File: src/rtl/wb_protocol_monitor.sv
// Passive Wishbone B3 classic-cycle protocol checker for the SDRAM controller host port.
// Flags STB without CYC, spurious ACK, ACK timeout, request drift inside a beat, activity on the
// first edge after reset, and SEL==0 on an active request. Keeps saturating traffic/error counters.
// Optional first-error capture ports are built when WB_MON_CAPTURE_EN is defined.
module wb_protocol_monitor #(
    parameter int DW          = 32,
    parameter int AW          = 32,
    parameter int SW          = DW / 8,
    parameter int ACK_TIMEOUT = 16,
    parameter int CNT_W       = 16
) (
    input  logic             wb_clk_i,
    input  logic             wb_rst_i,
    input  logic             wb_cyc_i,
    input  logic             wb_stb_i,
    input  logic             wb_we_i,
    input  logic [SW-1:0]    wb_sel_i,
    input  logic [AW-1:0]    wb_adr_i,
    input  logic [DW-1:0]    wb_dat_i,
    input  logic             wb_ack_o,
    input  logic             clr_i,
    output logic [5:0]       err_flags_o,
    output logic             err_pulse_o,
    output logic [CNT_W-1:0] txn_cnt_o,
    output logic [CNT_W-1:0] rd_cnt_o,
    output logic [CNT_W-1:0] wr_cnt_o,
    output logic [CNT_W-1:0] err_cnt_o
`ifdef WB_MON_CAPTURE_EN
    ,
    output logic [5:0]       first_err_code_o,
    output logic [AW-1:0]    first_err_adr_o,
    output logic             first_err_vld_o
`endif
);

    typedef enum logic [1:0] {
        ST_IDLE  = 2'd0,
        ST_WAIT  = 2'd1,
        ST_STALL = 2'd2
    } state_t;

    localparam logic [15:0] TO_LIM = 16'(ACK_TIMEOUT);

    function automatic logic [CNT_W-1:0] sat_inc(input logic [CNT_W-1:0] v);
        logic [CNT_W-1:0] r;
        if (v == {CNT_W{1'b1}}) begin
            r = v;
        end else begin
            r = v + {{(CNT_W-1){1'b0}}, 1'b1};
        end
        return r;
    endfunction

    state_t          state_q, state_d;
    logic [15:0]     wcnt_q, wcnt_d;
    logic [AW-1:0]   cap_adr_q, cap_adr_d;
    logic            cap_we_q, cap_we_d;
    logic [SW-1:0]   cap_sel_q, cap_sel_d;
    logic [DW-1:0]   cap_dat_q, cap_dat_d;
    logic            post_seen_q, post_seen_d;
    logic [5:0]      flags_q, flags_d;
    logic            pulse_q, pulse_d;
    logic [CNT_W-1:0] txn_q, txn_d, rd_q, rd_d, wr_q, wr_d, err_q, err_d;

    logic            req_s, beat_s, drift_s, tmo_s;
    logic [5:0]      chk_s;

    // Qualify the sampled request and evaluate every rule for this cycle
    always_comb begin
        req_s   = wb_cyc_i & wb_stb_i;
        beat_s  = req_s & wb_ack_o;
        drift_s = (wb_adr_i != cap_adr_q) || (wb_we_i != cap_we_q) || (wb_sel_i != cap_sel_q) ||
                  (cap_we_q && (wb_dat_i != cap_dat_q));
        // wcnt_q counts unacked cycles already seen; this cycle would be one more
        tmo_s   = (state_q == ST_WAIT) && req_s && !wb_ack_o && ((wcnt_q + 16'd1) == TO_LIM);
        chk_s    = 6'd0;
        chk_s[0] = wb_stb_i & ~wb_cyc_i;
        chk_s[1] = wb_ack_o & ~req_s;
        chk_s[2] = tmo_s;
        chk_s[3] = ((state_q == ST_WAIT) || (state_q == ST_STALL)) && req_s && drift_s;
        chk_s[4] = ~post_seen_q & (wb_cyc_i | wb_stb_i);
        chk_s[5] = req_s && (wb_sel_i == {SW{1'b0}});
    end

    // Beat tracker: captures the request on its first unacked cycle and times the wait
    always_comb begin
        state_d     = state_q;
        wcnt_d      = wcnt_q;
        cap_adr_d   = cap_adr_q;
        cap_we_d    = cap_we_q;
        cap_sel_d   = cap_sel_q;
        cap_dat_d   = cap_dat_q;
        post_seen_d = 1'b1;
        case (state_q)
            ST_IDLE: begin
                if (req_s && !wb_ack_o) begin
                    state_d   = ST_WAIT;
                    wcnt_d    = 16'd1;
                    cap_adr_d = wb_adr_i;
                    cap_we_d  = wb_we_i;
                    cap_sel_d = wb_sel_i;
                    cap_dat_d = wb_dat_i;
                end else begin
                    state_d = ST_IDLE;
                end
            end
            ST_WAIT: begin
                if (!req_s || wb_ack_o) begin
                    state_d = ST_IDLE;
                end else if (tmo_s) begin
                    state_d = ST_STALL;
                end else begin
                    wcnt_d = wcnt_q + 16'd1;
                end
            end
            ST_STALL: begin
                if (!req_s || wb_ack_o) begin
                    state_d = ST_IDLE;
                end else begin
                    state_d = ST_STALL;
                end
            end
            default: begin
                state_d = ST_IDLE;
            end
        endcase
    end

    // Sticky flags and saturating counters; a same-cycle event overrides clr_i
    always_comb begin
        if (clr_i) begin
            flags_d = 6'd0;
            txn_d   = {CNT_W{1'b0}};
            rd_d    = {CNT_W{1'b0}};
            wr_d    = {CNT_W{1'b0}};
            err_d   = {CNT_W{1'b0}};
        end else begin
            flags_d = flags_q;
            txn_d   = txn_q;
            rd_d    = rd_q;
            wr_d    = wr_q;
            err_d   = err_q;
        end
        flags_d = flags_d | chk_s;
        pulse_d = |chk_s;
        if (|chk_s) begin
            err_d = sat_inc(err_d);
        end else begin
            err_d = err_d;
        end
        if (beat_s) begin
            txn_d = sat_inc(txn_d);
            if (wb_we_i) begin
                wr_d = sat_inc(wr_d);
            end else begin
                rd_d = sat_inc(rd_d);
            end
        end else begin
            txn_d = txn_d;
        end
    end

    // State, capture and reporting registers
    always_ff @(posedge wb_clk_i or posedge wb_rst_i) begin
        if (wb_rst_i) begin
            state_q     <= ST_IDLE;
            wcnt_q      <= 16'd0;
            cap_adr_q   <= {AW{1'b0}};
            cap_we_q    <= 1'b0;
            cap_sel_q   <= {SW{1'b0}};
            cap_dat_q   <= {DW{1'b0}};
            post_seen_q <= 1'b0;
            flags_q     <= 6'd0;
            pulse_q     <= 1'b0;
            txn_q       <= {CNT_W{1'b0}};
            rd_q        <= {CNT_W{1'b0}};
            wr_q        <= {CNT_W{1'b0}};
            err_q       <= {CNT_W{1'b0}};
        end else begin
            state_q     <= state_d;
            wcnt_q      <= wcnt_d;
            cap_adr_q   <= cap_adr_d;
            cap_we_q    <= cap_we_d;
            cap_sel_q   <= cap_sel_d;
            cap_dat_q   <= cap_dat_d;
            post_seen_q <= post_seen_d;
            flags_q     <= flags_d;
            pulse_q     <= pulse_d;
            txn_q       <= txn_d;
            rd_q        <= rd_d;
            wr_q        <= wr_d;
            err_q       <= err_d;
        end
    end

    assign err_flags_o = flags_q;
    assign err_pulse_o = pulse_q;
    assign txn_cnt_o   = txn_q;
    assign rd_cnt_o    = rd_q;
    assign wr_cnt_o    = wr_q;
    assign err_cnt_o   = err_q;

`ifdef WB_MON_CAPTURE_EN
    logic [5:0]    fcode_q, fcode_d;
    logic [AW-1:0] fadr_q, fadr_d;
    logic          fvld_q, fvld_d;

    // Freeze the first error cycle seen since reset or the last clear
    always_comb begin
        if (clr_i) begin
            fcode_d = 6'd0;
            fadr_d  = {AW{1'b0}};
            fvld_d  = 1'b0;
        end else begin
            fcode_d = fcode_q;
            fadr_d  = fadr_q;
            fvld_d  = fvld_q;
        end
        if ((|chk_s) && (clr_i || !fvld_q)) begin
            fcode_d = chk_s;
            fadr_d  = wb_adr_i;
            fvld_d  = 1'b1;
        end else begin
            fvld_d = fvld_d;
        end
    end

    // First-error capture registers
    always_ff @(posedge wb_clk_i or posedge wb_rst_i) begin
        if (wb_rst_i) begin
            fcode_q <= 6'd0;
            fadr_q  <= {AW{1'b0}};
            fvld_q  <= 1'b0;
        end else begin
            fcode_q <= fcode_d;
            fadr_q  <= fadr_d;
            fvld_q  <= fvld_d;
        end
    end

    assign first_err_code_o = fcode_q;
    assign first_err_adr_o  = fadr_q;
    assign first_err_vld_o  = fvld_q;
`endif

endmodule

File: config.mk
export PLATFORM = sky130hd
export DESIGN_NAME = wb_protocol_monitor
export DESIGN_NICKNAME = d
export VERILOG_FILES = /design/src/rtl/wb_protocol_monitor.sv
export SDC_FILE = /design/constraint.sdc
export NUM_CORES = 1
export LEC_CHECK = 0
export ABC_AREA = 1
export BUFFER_PORTS_ARGS = -buffer_cell sky130_fd_sc_hd__buf_2
export CORE_MARGIN = 2
export CORE_UTILIZATION = 50
export CTS_CLUSTER_DIAMETER = 80
export DETAILED_ROUTE_END_ITERATION = 16
export GPL_TIMING_DRIVEN = 0
export PLACE_DENSITY = 0.78
export SYNTH_ARGS = -nofsm -noshare
export SYNTH_HDL_FRONTEND = slang
export SYNTH_SLANG_ARGS = --single-unit
File: constraint.sdc
create_clock -name wb_clk_i -period 9.8 [get_ports wb_clk_i]
set_clock_uncertainty 0.1 [all_clocks]
set_input_delay 0.49 -clock wb_clk_i [delete_from_list [all_inputs] [get_ports wb_clk_i]]
set_output_delay 0.49 -clock wb_clk_i [all_outputs]
set_load 0.05 [all_outputs]
==> run summary, run 1 <==
TNS Setup - 0 ns
Yosys cell types - 34
CTS tree - built
power share of the clock group - 40.7%
first drt pass iteration count - 5
WS Path Type - in2reg
Post-synth ARST share - 100.0%
Syn Nets - 1318
final hold slack - 0.001050 ns
switching share of power - 27.29%
clk_lat worst skew - 0.42 ns
Comb pwr share - 14.3%
layout net count - 1483
Worst-Margin Slew - 0.7251 ns
Post-CTS Setup Bufs - 0
startpoint types - input port
Final Cycle Share - 33.67%
CTS root buffer - clkbuf_16
Yosys reg bits - 159
f_max - 303.1 MHz
Worst EP arrival - 3.54 ns
Synth area leaders - dfrtp_1 44%, nand2_1 19%, inv_1 6.3%, nor2_1 5.5%, xnor2_1 4.9%
wire length on met1 - 10460 um
Worst slew margin - 51.66%
I/O Pins - 146
Initial Utilization - 50.69%
Gate Count Post-Synth - 1234
Longest Clk Path Bufs - 2
worst min path class - in2async
Final Hold Vio Count - 0
core area - 17900 sq um
Vert. Die Dim - 138.7 um
maximum vdd drop - 120.6 uV
clk sinks - 159
# resized after CTS - 0
Residual DRC - 0
outcome - completed
grt total ovfl - 0
largest net degree at the start of global routing - 96
post-synthesis sequential area ratio - 43.84%
number of global-route vias before repair - 7990
Mapped Avg Cell Area - 7.354 sq um
initial antenna violation count - 3
dominant cell by count in the synthesized netlist - nand2_1
dpl hpwl - 16650 um
Avg WL per Cell - 13.91 um
top cell type's share of synthesized area - 43.84%
max layer used - met4
area leader, netlist - dfrtp_1
via count - 8291
# setup viols final - 0
max_cap viols - 0
1st-iter DRT viols - 483
Leakage - 5.621 nW
CTS clock-pin slew for the worst setup and hold paths - 0.06 ns
slowest cell delay on critical path - 0.60 ns
CP Cell Sequence - buf_2 -> inv_2 -> buf_4 -> buf_4 -> buf_2 -> buf_1 -> nand2_1 -> inv_1 -> ha_1 -> nand4_1 -> nor2_1 -> nand4_1 -> nand2_1 -> nand2_2 -> nand2_1 -> nor2_1 -> nand3_1 -> xor2_1
sequential power share - 45.0%
worst endpoint required time - 10.04 ns
Primary FF master, synth - dfrtp_1
shortest period the worst path allows - 3.299 ns
Row Count - 49
Port Buffers - 145
cts hold-fix bufs - 0
Post-synth EDFFs - 0
CP Capture Type - flop
Avg Vias per Cell - 5.046
power consumption - 1.688 mW
routed wire length - 22850 um
Die Span X - 138.7 um
P_sw - 460.8 uW
CP Max Fanout - 10
global-route wire length before repair - 38090 um
met3 routed WL - 991 um
met2 WL - 10910 um
Area Overhead vs Synth - 18.31%
total global-route track usage - 24.23%
Die Area - 19240 sq um
P per Cell Area - 157.3 nW/um^2
Most Frequent Cell on Critical Path - nand2_1
Cell Area, Synth - 9075 sq um
post-route antenna net violation count - 0
CTS H-tree depth - 4
CTS Buf Count - 17
Synth top cells by count - 451 x nand2_1, 159 x dfrtp_1, 152 x inv_1
crit path max-delay cell type - buf_1
RSZ-0062 raised after global routing - false
share of cells above drive strength 1 - 15.80%
internal power - 1.228 mW
Placer Congestion - 0.9317
Max Slew Vio Count - 0
YS warnings - 0
Filler Cells Inserted - 1648
worst r2r path cells - 12
==> through the flow <==
step	instance area (sq um)	util (%)	cells	setup slack, ns
4_1_cts	10730	59.93	1640	6.536
3_5_place_dp	10120	56.54	1609	6.134
5_1_grt	10740	59.97	1643	6.253
6_report	10740	59.97	1643	6.501
2_1_floorplan	9075	-	1234	4.918
3_3_place_gp	10090	56.35	1608	2.999
==> metal layers <==
metal,GRT usage [%],vias to the layer above
li1,-,4137
met5,0,-
met3,4.178,31
met1,32.80,3909
met4,7.868,0
met2,39.97,214
==> kinds of logic after synthesis <==
group                      after synthesis  share of synthesized area (%)
and+or+nand+nor                        706                          32.46
buffers and inverters                  186                          8.134
DFF                                    159                          43.84
xor gates and xnor gates                97                          9.362
AOI/OAI and AO/OA                       76                          4.922
adders and majority gates                9                          1.241
other                                    1                        0.04132
==> worst max-delay path: cells and delay by family <==
kind	cells	cell delay [ns]
buf+inv	7	1.65
simple gates	9	1.06
fa+ha+maj	1	0.18
xor+xnor	1	0.16
==> flip-flops by register name, indices dropped and copies added, names as in the netlist, 4 cells and up <==
name         flops
txn_cnt_o       16
cap_sel_q        4
cap_adr_q       32
err_flags_o      6
wr_cnt_o        16
err_cnt_o       16
rd_cnt_o        16
wcnt_q          16
cap_dat_q       32
==> path summary, 6_finish.rpt <==
path	startpoint	to	slack [ns]
hold reg to reg	err_flags_o[2]$_DFF_PP0_	err_flags_o[2]$_DFF_PP0_	0.38
min in group wb_clk_i	wb_dat_i[11]	cap_dat_q[11]$_DFFE_PP0P_	0.18
max in group asynchronous	wb_rst_i	wr_cnt_o[7]$_DFF_PP0_	8.77
setup reg to reg	cap_dat_q[29]$_DFFE_PP0P_	err_cnt_o[10]$_DFF_PP0_	7.37
setup / recovery	clr_i	wr_cnt_o[10]$_DFF_PP0_	6.50
hold / removal	wb_rst_i	rd_cnt_o[8]$_DFF_PP0_	0.001
==> power groups by stage <==
stage | Sequential, mW | Combinational (mW) | Clock, mW
after floorplan | 0.780 | 0.157 | 0
after global placement | 0.767 | 0.233 | 0
after detailed placement | 0.770 | 0.243 | 0
after CTS | 0.760 | 0.244 | 0.698
after global routing | 0.768 | 0.276 | 0.723
final | 0.760 | 0.242 | 0.687
==> cell type report <==
cell class | instances | area [sq um] | area share (%)
multi-input combinational | 889 | 4358 | 40.59
sequential | 159 | 3979 | 37.06
timing repair buffer | 146 | 753.2 | 7.016
inverter | 156 | 593.1 | 5.524
clock buffer | 21 | 470.5 | 4.382
tap | 229 | 286.5 | 2.669
buffer | 30 | 152.6 | 1.422
clock inverter | 10 | 136.4 | 1.270
antenna | 3 | 7.507 | 0.06992
==> layout by cell type (no fill, tap or decap), types with 9 or more instances in the layout <==
cell type	netlist	layout
inv_1	152	151
clkbuf_16	0	17
nand4_1	38	38
dfrtp_1	159	159
xor2_1	46	46
nand3_1	46	46
nor3_1	16	16
buf_2	5	150
o21ai_0	53	53
clkbuf_1	15	16
xnor2_1	51	51
nor2_1	134	134
ha_1	9	9
nand2_1	451	451
o21ai_2	12	12
Note: power is estimated with default switching activity, not from simulation.
==> run 2: changes to the inputs <==
--- a/config.mk
+++ b/config.mk
@@ -12,7 +12,7 @@
 export CTS_CLUSTER_DIAMETER = 80
 export DETAILED_ROUTE_END_ITERATION = 16
 export GPL_TIMING_DRIVEN = 0
-export PLACE_DENSITY = 0.78
+export PLACE_DENSITY = 0.81
 export SYNTH_ARGS = -nofsm -noshare
 export SYNTH_HDL_FRONTEND = slang
 export SYNTH_SLANG_ARGS = --single-unit
==> constraint.sdc (replaced) <==
create_clock -name wb_clk_i -period 3 [get_ports wb_clk_i]
set_clock_uncertainty 0.1 [all_clocks]
set_input_delay 0.15 -clock wb_clk_i [delete_from_list [all_inputs] [get_ports wb_clk_i]]
set_output_delay 0.15 -clock wb_clk_i [all_outputs]
set_load 0.05 [all_outputs]
==> run summary, run 2 (synthesized netlist as in run 1, its figures left out) <==
outcome - completed
share of cells above drive strength 1 - 15.07% (-0.73 points)
Avg WL per Cell - 14.32 um (+3.0%)
WS Path Type - in2reg
Final Hold Vio Count - 0 (unchanged)
Worst slew margin - 48.58% (-3.1 points)
worst endpoint required time - 3.27 ns (-6.77 ns)
Die Span X - 138.7 um (unchanged)
switching share of power - 28.51% (+1.2 points)
CP Capture Type - flop
shortest period the worst path allows - 2.678 ns
CTS root buffer - clkbuf_16
first drt pass iteration count - 5 (unchanged)
CTS clock-pin slew for the worst setup and hold paths - 0.06 ns (about the same)
CTS Buf Count - 17 (unchanged)
# resized after CTS - 0 (unchanged)
total global-route track usage - 25.89% (+1.7 points)
P_sw - 1.587 mW (+240%)
Die Area - 19240 sq um (unchanged)
Final Cycle Share - 89.26%
startpoint types - input port
Area Overhead vs Synth - 26.44%
commonest non-fill, non-tap cell in the layout - nand2_1
grt total ovfl - 0 (unchanged)
internal power - 3.980 mW (+220%)
Initial Utilization - 50.69% (unchanged)
# setup viols final - 0 (unchanged)
worst min path class - in2reg
clk_lat worst skew - 0.44 ns (+0.02 ns)
f_max - 373.4 MHz
maximum vdd drop - 387.8 uV (+220%)
core area - 17900 sq um (unchanged)
Avg Vias per Cell - 5.115 (+1.4%)
via count - 8778 (+5.9%)
sequential power share - 44.8% (-0.2 points)
CTS tree - built
Max Slew Vio Count - 0 (unchanged)
Placer Congestion - 0.9670 (+3.8%)
Port Buffers - 145 (unchanged)
power consumption - 5.567 mW (+230%)
1st-iter DRT viols - 502 (+3.9%)
Longest Clk Path Bufs - 2 (unchanged)
I/O Pins - 146 (unchanged)
Post-CTS Setup Bufs - 0 (unchanged)
dpl hpwl - 16650 um (about the same)
initial antenna violation count - 1 (-2)
Residual DRC - 0 (unchanged)
highest-count cells in the layout ignoring fill and taps - 451 x nand2_1, 159 x dfrtp_1, 151 x inv_1
Vert. Die Dim - 138.7 um (unchanged)
power share of the clock group - 39.2% (-1.5 points)
Worst-Margin Slew - 0.7698 ns (+0.04474 ns)
TNS Setup - 0 ns (unchanged)
post-route antenna net violation count - 0 (unchanged)
Worst EP arrival - 2.94 ns (-0.60 ns)
largest net degree at the start of global routing - 41 (-57%)
RSZ-0062 raised after global routing - false
layout net count - 1557 (+5.0%)
Row Count - 49 (unchanged)
number of global-route vias before repair - 8495 (+6.3%)
CP Max Fanout - 10 (unchanged)
largest registers - cap_adr_q: 32 flops, cap_dat_q: 32 flops
Comb pwr share - 16.0% (+1.7 points)
max_cap viols - 0 (unchanged)
routed wire length - 24580 um (+7.6%)
CTS H-tree depth - 4 (unchanged)
Leakage - 5.926 nW (+5.4%)
Filler Cells Inserted - 1491 (-9.5%)
P per Cell Area - 485.1 nW/um^2 (+210%)
clk sinks - 159 (unchanged)
global-route wire length before repair - 40640 um (+6.7%)
==> run 2: changes by cell type in the layout (fill, tap and decap cells not counted), sizes merged <==
| cell | delta |
|---|---|
| dlygate4sd3 | +73 |
| clkbuf | +2 |
| diode | -2 |
| buf | +1 |
| bufinv | -1 |
| clkinvlp | +1 |
| inv | -1 |
==> run 2: worst max-delay path: stages <==
cell	delay [ns]
dlygate4sd3_1	0.53
buf_2	0.14
inv_1	0.05
nor2_1	0.03
dlygate4sd3_1	0.55
inv_1	0.07
nand2_1	0.06
a211oi_2	0.62
clkbuf_1	0.47
nand4_1	0.16
nand2_1	0.10
==> run 2: metrics by stage <==
| step | util [%] | worst slack, ns | cell area, sq um | std cells | hold slack [ns] |
|---|---|---|---|---|---|
| final | 64.10 | 0.3222 | 11470 | 1716 | 0.05568 |
| after global routing | 64.10 | 0.1341 | 11470 | 1716 | 0.1007 |
| after CTS | 64.13 | 0.04372 | 11480 | 1717 | 0.05154 |
| after detailed placement | 56.81 | -0.3479 | 10170 | 1612 | 0.08587 |
| after global placement | 56.37 | -0.3670 | 10090 | 1608 | 0.2704 |
| after floorplan | - | 0.7143 | 9079 | 1234 | 0.1596 |
==> run 2: repair_timing <==
action,4_1_cts,5_1_grt
hold buffers,73,0
hold endpoints to repair,115,0
setup endpoints to repair,0,20
==> run 2: path summary, 6_finish.rpt <==
path | from | cells past startpoint | slack, ns | end
max reg2reg | cap_dat_q[29]$_DFFE_PP0P_ | 12 | 0.42 | err_cnt_o[8]$_DFF_PP0_
min reg2reg | post_seen_q$_DFF_PP0_ | 1 | 0.37 | err_flags_o[4]$_DFF_PP0_
min in group asynchronous | wb_rst_i | 3 | 0.18 | cap_adr_q[31]$_DFFE_PP0P_
max | wb_stb_i | 11 | 0.32 | err_cnt_o[8]$_DFF_PP0_
min | wb_we_i | 5 | 0.06 | rd_cnt_o[12]$_DFF_PP0_
max in group asynchronous | wb_rst_i | 5 | 1.82 | cap_dat_q[5]$_DFFE_PP0P_
==> run 2: area by class of cell <==
| class | instances | area (sq um) | area share [%] |
|---|---|---|---|
| Antenna cell | 1 | 2.502 | 0.02181 |
| Buffer | 28 | 145.1 | 1.265 |
| Clock buffer | 23 | 467.9 | 4.078 |
| Clock inverter | 9 | 110.1 | 0.9595 |
| Inverter | 156 | 589.3 | 5.136 |
| Multi-Input combinational cell | 889 | 4358 | 37.98 |
| Sequential cell | 159 | 3979 | 34.67 |
| Tap cell | 229 | 286.5 | 2.497 |
| Timing Repair Buffer | 222 | 1536 | 13.39 |
==> run 2: layer usage <==
metal | part of all wire (%) | GRT usage, %
met1 | 43 | 33.33
met5 | 0 | 0
met2 | 48 | 43.49
met3 | 5.2 | 4.178
met4 | 3.4 | 11.38
==> run 2: power by group through the flow <==
stage | clock network [mW] | registers, mW | logic, mW
after detailed placement | 0 | 2.52 | 0.794
after global placement | 0 | 2.51 | 0.758
final | 2.18 | 2.49 | 0.892
after CTS | 2.19 | 2.48 | 0.873
after global routing | 2.28 | 2.51 | 1.01
after floorplan | 0 | 2.55 | 0.512
